File: src/rtl/jump_scheduler_if.sv
// Handshake bundle between the game controller and the jump scheduler.
// The master drives player/game events; the slave returns jump commands and status.
interface jump_scheduler_if;
    logic       en;
    logic [1:0] key_code;
    logic       one_ms_tick;
    logic       landed;
    logic       jump_fail;
    logic       jump_left;
    logic       jump_right;
    logic       busy;
    logic [1:0] queue_count;
    logic       overflow;
    logic       timeout;

    modport master (
        output en, key_code, one_ms_tick, landed, jump_fail,
        input  jump_left, jump_right, busy, queue_count, overflow, timeout
    );

    modport slave (
        input  en, key_code, one_ms_tick, landed, jump_fail,
        output jump_left, jump_right, busy, queue_count, overflow, timeout
    );
endinterface

File: src/rtl/jump_scheduler.sv
// Queues left/right key presses in a two-entry FIFO and issues one jump at a time,
// waiting for the landing (or a miss / timeout) before the next jump is released.
module jump_scheduler #(
    parameter int unsigned LAND_TIMEOUT_MS = 1000,
    parameter int unsigned QUEUE_DEPTH     = 2
) (
    input  logic             clk,
    input  logic             rst,
    jump_scheduler_if.slave  bus
);

    typedef enum logic [1:0] {
        IDLE      = 2'd0,
        WAIT_LAND = 2'd1,
        HALT      = 2'd2
    } state_e;

    localparam logic [1:0]  FULL    = 2'(QUEUE_DEPTH);
    localparam logic [11:0] LAST_MS = 12'(LAND_TIMEOUT_MS - 1);

    state_e      state_q;
    logic [1:0]  prev_key_q;
    logic        armed_q;      // a 00 sample has been seen since reset
    logic [1:0]  fifo_q;       // entry i direction, 1 = right; entry 0 is the head
    logic [1:0]  fifo_d;
    logic [1:0]  count_q;
    logic [1:0]  count_d;
    logic [11:0] ms_q;
    logic        jump_left_q;
    logic        jump_right_q;
    logic        overflow_q;
    logic        timeout_q;

    logic press;
    logic pop;
    logic accept;
    logic push;
    logic drop;

    always_comb begin
        press  = armed_q && (prev_key_q == 2'b00) &&
                 ((bus.key_code == 2'b01) || (bus.key_code == 2'b10));
        pop    = bus.en && (state_q == IDLE) && (count_q != 2'd0);
        accept = press && bus.en && (state_q != HALT);
        push   = accept && ((count_q != FULL) || pop);
        drop   = accept && (count_q == FULL) && !pop;
    end

    // Pop shifts the head out first so a same-cycle push lands behind the survivor.
    always_comb begin
        // NOTE: defaults first in always_comb so no path leaves a signal unassigned (no latch).
        fifo_d  = fifo_q;
        count_d = count_q;
        // NOTE: blocking '=' here because count_d is read back within this same block.
        if (pop) begin
            fifo_d  = {1'b0, fifo_q[1]};
            count_d = count_q - 2'd1;
        end
        if (push) begin
            fifo_d[count_d[0]] = bus.key_code[1];
            count_d            = count_d + 2'd1;
        end
    end

    always_ff @(posedge clk or posedge rst) begin
        if (rst) begin
            state_q      <= IDLE;
            prev_key_q   <= 2'b00;
            armed_q      <= 1'b0;
            fifo_q       <= 2'b00;
            count_q      <= 2'd0;
            ms_q         <= 12'd0;
            jump_left_q  <= 1'b0;
            jump_right_q <= 1'b0;
            overflow_q   <= 1'b0;
            timeout_q    <= 1'b0;
        end else begin
            jump_left_q  <= 1'b0;
            jump_right_q <= 1'b0;
            timeout_q    <= 1'b0;
            overflow_q   <= drop;
            prev_key_q   <= bus.key_code;
            if (bus.key_code == 2'b00) begin
                armed_q <= 1'b1;
            end
            fifo_q  <= fifo_d;
            count_q <= count_d;

            if (!bus.en) begin
                state_q <= IDLE;
                count_q <= 2'd0;
                ms_q    <= 12'd0;
            end else begin
                unique case (state_q)
                    IDLE: begin
                        if (pop) begin
                            state_q      <= WAIT_LAND;
                            ms_q         <= 12'd0;
                            jump_left_q  <= ~fifo_q[0];
                            jump_right_q <= fifo_q[0];
                        end
                    end
                    WAIT_LAND: begin
                        if (bus.jump_fail) begin
                            state_q <= HALT;
                            count_q <= 2'd0;
                        end else if (bus.landed) begin
                            state_q <= IDLE;
                        end else if (bus.one_ms_tick) begin
                            if (ms_q == LAST_MS) begin
                                timeout_q <= 1'b1;
                                state_q   <= HALT;
                                count_q   <= 2'd0;
                            end else begin
                                ms_q <= ms_q + 12'd1;
                            end
                        end
                    end
                    HALT: begin
                        // Parked until the game phase drops en.
                    end
                    default: begin
                        state_q <= IDLE;
                    end
                endcase
            end
        end
    end

    assign bus.jump_left   = jump_left_q;
    assign bus.jump_right  = jump_right_q;
    assign bus.busy        = (state_q == WAIT_LAND) || (state_q == HALT);
    assign bus.queue_count = count_q;
    assign bus.overflow    = overflow_q;
    assign bus.timeout     = timeout_q;

endmodule

File: src/flat_wrapper.sv
// flat-port wrapper written by rule: the top's interface ports become plain ports
module jump_scheduler_flat 
#(
    parameter int unsigned LAND_TIMEOUT_MS = 1000,
    parameter int unsigned QUEUE_DEPTH     = 2
)
  (clk, rst, bus_en, bus_key_code, bus_one_ms_tick, bus_landed, bus_jump_fail, bus_jump_left, bus_jump_right, bus_busy, bus_queue_count, bus_overflow, bus_timeout);
  jump_scheduler_if bus_i ();
  input  logic clk;
  input  logic rst;
  input wire logic [$bits(bus_i.en)-1:0] bus_en;
  input wire logic [$bits(bus_i.key_code)-1:0] bus_key_code;
  input wire logic [$bits(bus_i.one_ms_tick)-1:0] bus_one_ms_tick;
  input wire logic [$bits(bus_i.landed)-1:0] bus_landed;
  input wire logic [$bits(bus_i.jump_fail)-1:0] bus_jump_fail;
  output wire logic [$bits(bus_i.jump_left)-1:0] bus_jump_left;
  output wire logic [$bits(bus_i.jump_right)-1:0] bus_jump_right;
  output wire logic [$bits(bus_i.busy)-1:0] bus_busy;
  output wire logic [$bits(bus_i.queue_count)-1:0] bus_queue_count;
  output wire logic [$bits(bus_i.overflow)-1:0] bus_overflow;
  output wire logic [$bits(bus_i.timeout)-1:0] bus_timeout;
  assign bus_i.en = bus_en;
  assign bus_i.key_code = bus_key_code;
  assign bus_i.one_ms_tick = bus_one_ms_tick;
  assign bus_i.landed = bus_landed;
  assign bus_i.jump_fail = bus_jump_fail;
  assign bus_jump_left = bus_i.jump_left;
  assign bus_jump_right = bus_i.jump_right;
  assign bus_busy = bus_i.busy;
  assign bus_queue_count = bus_i.queue_count;
  assign bus_overflow = bus_i.overflow;
  assign bus_timeout = bus_i.timeout;
  jump_scheduler #(.LAND_TIMEOUT_MS(LAND_TIMEOUT_MS), .QUEUE_DEPTH(QUEUE_DEPTH)) u_core (.clk(clk), .rst(rst), .bus(bus_i));
endmodule
File: config.mk
export PLATFORM = sky130hd
export DESIGN_NAME = jump_scheduler_flat
export DESIGN_NICKNAME = d
export VERILOG_FILES = /design/src/rtl/jump_scheduler_if.sv /design/src/rtl/jump_scheduler.sv /design/src/flat_wrapper.sv
export SDC_FILE = /design/constraint.sdc
export NUM_CORES = 1
export LEC_CHECK = 0
export BUFFER_PORTS_ARGS = -buffer_cell sky130_fd_sc_hd__buf_4
export CAP_MARGIN = 20
export CORE_UTILIZATION = 55
export DETAILED_ROUTE_END_ITERATION = 8
export GPL_TIMING_DRIVEN = 1
export PLACE_DENSITY = 0.85
export SETUP_SLACK_MARGIN = 0.4
export SLEW_MARGIN = 20
export SYNTH_ARGS = -nofsm -noshare
export SYNTH_HDL_FRONTEND = slang
export SYNTH_SLANG_ARGS = --single-unit
File: constraint.sdc
create_clock -name clk -period 3.8 [get_ports clk]
set_input_delay 0.76 -clock clk [delete_from_list [all_inputs] [get_ports clk]]
set_output_delay 0.76 -clock clk [all_outputs]
set_load 0.01 [all_outputs]
==> parameters.txt <==
Parameter                              Value

GRT
  Congestion Overflow GR    0
  First-pass GRT wire length    5375 um
  Antenna violations before repair    0
  Met3 track demand over resource in global routing    0.05833
  Pin count of the biggest net entering global routing    26
  Global routing usage on met1    0.3165
  Vias in the first global route    1221
  Busiest layer in global routing    met2
  Tot GR Track Use    0.2534
  Met2 track utilization from global routing    0.4268

Cells and area
  Area growth from synthesis to final layout    9.710%
  Cell area after layout    1654 um2
  Fraction of final layout cells with drive strength greater than 1    0.1462
  Post-layout net count    187
  Leading cell type in the layout, fill and taps excluded    sky130_fd_sc_hd__dfrtp_1
  # diodes    0
  Commonest cells after routing, fill and taps aside    sky130_fd_sc_hd__dfrtp_1, sky130_fd_sc_hd__a21oi_1, sky130_fd_sc_hd__buf_4

Clocking
  Number of buffers added by the clock tree synthesis step    3
  Register clock-pin slew on the reported worst setup and hold paths    0.13 ns
  CTS Buffer Depth    2
  TritonCTS clock tree    yes
  # H-tree levels    1
  Post-cts sizing count    0
  Hold Buf Count CTS    0
  Sink Count    25
  Insertion delay to the later sink of the worst-skew pair    0.31 ns
  Post-CTS Setup Inserts    0
  Clk Tree Root Cell    sky130_fd_sc_hd__clkbuf_4

Pwr
  Static power due to leakage    0.0007066 uW
  Power per Cell Area    381.5 nW/um2
  Peak VDD IR    0.3223 mV

Yosys
  Number of flops mapped to enable cells by yosys    0
  Post-synthesis sequential element count    25
  Post-synthesis instance area    1508 um2
  Biggest area contributors in the synthesized netlist    sky130_fd_sc_hd__dfrtp_1, sky130_fd_sc_hd__ha_1, sky130_fd_sc_hd__a21oi_1
  Synth Net Count    172
  Commonest register cell after synthesis    sky130_fd_sc_hd__dfrtp_1
  Synth area leader    sky130_fd_sc_hd__dfrtp_1
  Sequential cell area fraction in the yosys report    0.4149
  Yosys warns    0
  Portion of synthesized cell area occupied by the leading cell type    0.4149
  Distinct cell type count of the synthesized netlist    42
  Synth Instances    157
  Async S/R FF share, synth    1.000
  Syn avg cell area    9.603 um2

Placed design
  IO buf count    14
  Final RePlAce weighted congestion    0.8151
  Estimated wirelength of the detail-placed design    2306 um
  Post-DP Area    1628 um2
  Pre-CTS setup slack    1.578 ns

Detailed routing
  Detailed-route wire length per cell    15.59 um
  1st-pass router iterations    4
  Total detailed-routing wirelength    3134 um
  Number of DRC violations after detailed-routing iteration 0    42
  DR vias/cell    6.567
  Post-route DRC    0
  Total via count after detailed routing    1320
  Antenna viol nets, final    0

Setup path
  Worst reg-to-reg path cell count    6
  Worst path cell trace    inv_1, ha_1, and2b_4, o311ai_4, o21ai_0, a21oi_1
  Reg-to-reg critical path startpoint    u_core.bus.queue_count[0]$_DFF_PP0_
  Startpoint class of the critical path    flip-flop
  Standard cell with the maximum stage delay on the critical path    sky130_fd_sc_hd__o311ai_4
  Critical path capture point type    flip-flop
  Critical Path Sink    u_core.ms_q[4]$_DFFE_PP0P_
  CP Class    flip-flop to flip-flop
  FF-to-FF setup slack    1.63 ns
  Maximum cell stage delay along the critical path    0.60 ns
  Stages on worst setup path    6
  Crit Reg-Reg Endpoint    u_core.ms_q[4]$_DFFE_PP0P_
  Worst-path maximum fanout    19
  Crit-path leading delay family    compound AO/OA/AOI/OAI gates
  Worst endpoint required time    4.04 ns
  Worst path buffer plus inverter count    1
  Startpoint of the most critical setup path    u_core.bus.queue_count[0]$_DFF_PP0_
  Data arrival time of the worst path    2.42 ns

STA
  Total negative slack for setup checks    0 ns
  Top achievable clock speed    460.8 MHz
  Part of the cycle the worst path needs    0.5711
  Setup repair after global routing missed its margin    no
  Transition at the pin with the smallest max-transition slack    0.8899 ns
  Fin crit period    2.170 ns
  Final hold viol count    0
  Final setup vio count    0
  Relative slew slack    0.4030
  Worst clock skew on the final layout    0.007046 ns
  Count of final max-slew check failures    0
  Post-layout worst setup margin    1.630 ns

Floorplan
  # IOs    15
  Die Ht    54.36 um
  Core Footprint    2522 um2
  Effective utilization at floorplan    0.5977
  Die Area    2954 um2
  Width of the die    54.36 um
  Standard-cell row count    18

Outcome
  Outcome    complete, no violations

Run
  Max-capacitance violation count    0

Hold path
  Type of the tightest min-delay check    flip-flop to flip-flop
## metal layers
layer / vias up / routed length (um)
met1: 635 / 1372
li1: 627 / -
met2: 52 / 1546
met4: 0 / 42
met5: - / 0
met3: 6 / 173
## worst min-delay path by stage
stage	from	endpoint	slack (ns)	cells past startpoint
finish	u_core.fifo_q[0]$_DFF_PP0_	u_core.bus.jump_left$_DFF_PP0_	0.45	1
global route	u_core.fifo_q[0]$_DFF_PP0_	u_core.bus.jump_left$_DFF_PP0_	0.47	1
CTS	u_core.fifo_q[0]$_DFF_PP0_	u_core.bus.jump_left$_DFF_PP0_	0.46	1
detailed placement	u_core.fifo_q[0]$_DFF_PP0_	u_core.bus.jump_left$_DFF_PP0_	0.44	1
global placement	u_core.fifo_q[0]$_DFF_PP0_	u_core.bus.jump_left$_DFF_PP0_	0.44	1
floorplan	u_core.fifo_q[0]$_DFF_PP0_	u_core.bus.jump_left$_DFF_PP0_	0.41	1
## report_power, final
group	internal (uW)	leakage (uW)	switching, uW
sequential	287	0.000336	14.7
clock	41.0	0.0000150	75.8
combinational	92.1	0.000356	120
total	420	0.000707	211
## registers in the layout, indices dropped and copies added (netlist names), 2 cells and up
| signal | flops |
|---|---|
| u_core.prev_key_q | 2 |
| u_core.fifo_q | 2 |
| u_core.bus.queue_count | 2 |
| u_core.ms_q | 12 |
| u_core.state_q | 2 |
## Yosys cell counts (2+ instances only)
library cell and instances:
sky130_fd_sc_hd__buf_2 3, sky130_fd_sc_hd__o311a_1 2, sky130_fd_sc_hd__o31ai_1 7, sky130_fd_sc_hd__o21ai_0 5, sky130_fd_sc_hd__mux2i_1 3, sky130_fd_sc_hd__nand2b_1 3
sky130_fd_sc_hd__nand2_1 10, sky130_fd_sc_hd__inv_1 11, sky130_fd_sc_hd__a21oi_1 16, sky130_fd_sc_hd__and3_1 3, sky130_fd_sc_hd__nor4_1 3, sky130_fd_sc_hd__nand4_1 4
sky130_fd_sc_hd__nand3_1 10, sky130_fd_sc_hd__nor2_1 5, sky130_fd_sc_hd__or3_1 4, sky130_fd_sc_hd__and2_1 2, sky130_fd_sc_hd__o311ai_0 2, sky130_fd_sc_hd__dfrtp_1 25
sky130_fd_sc_hd__and2b_4 2, sky130_fd_sc_hd__nand3b_1 2, sky130_fd_sc_hd__ha_1 7, sky130_fd_sc_hd__or4_1 8
## logic make-up after synthesis
kind of cell | count (synthesis) | share of synthesized area
AND/OR/NAND/NOR | 66 | 0.2714
AO/OA/AOI/OAI | 40 | 0.1876
flip-flops | 25 | 0.4149
buffers and inverters | 15 | 0.04232
adder cells (fa/ha/maj) | 7 | 0.05809
multiplexers | 3 | 0.01992
XOR/XNOR | 1 | 0.005810
## area by class of cell
| type | count | area [um2] |
|---|---|---|
| clock buffer | 4 | 26.28 |
| fill | 223 | 868.3 |
| inverter | 11 | 41.29 |
| multi-input combinational | 117 | 818.3 |
| sequential | 25 | 625.6 |
| tap | 30 | 37.54 |
| timing repair buffer | 14 | 105.1 |
## metrics by stage
step           total power (uW)  hold WS [ns]  std cells  utilization
6_report                  631.0        0.4548        201       0.6558
5_1_grt                   671.0        0.4738        201       0.6558
4_1_cts                   635.4        0.4564        201       0.6558
3_5_place_dp              518.1        0.4390        197       0.6453
3_3_place_gp              508.6        0.4352        197       0.6453
2_1_floorplan             463.0        0.4112        157            -
Note: power is estimated with default switching activity, not from simulation.
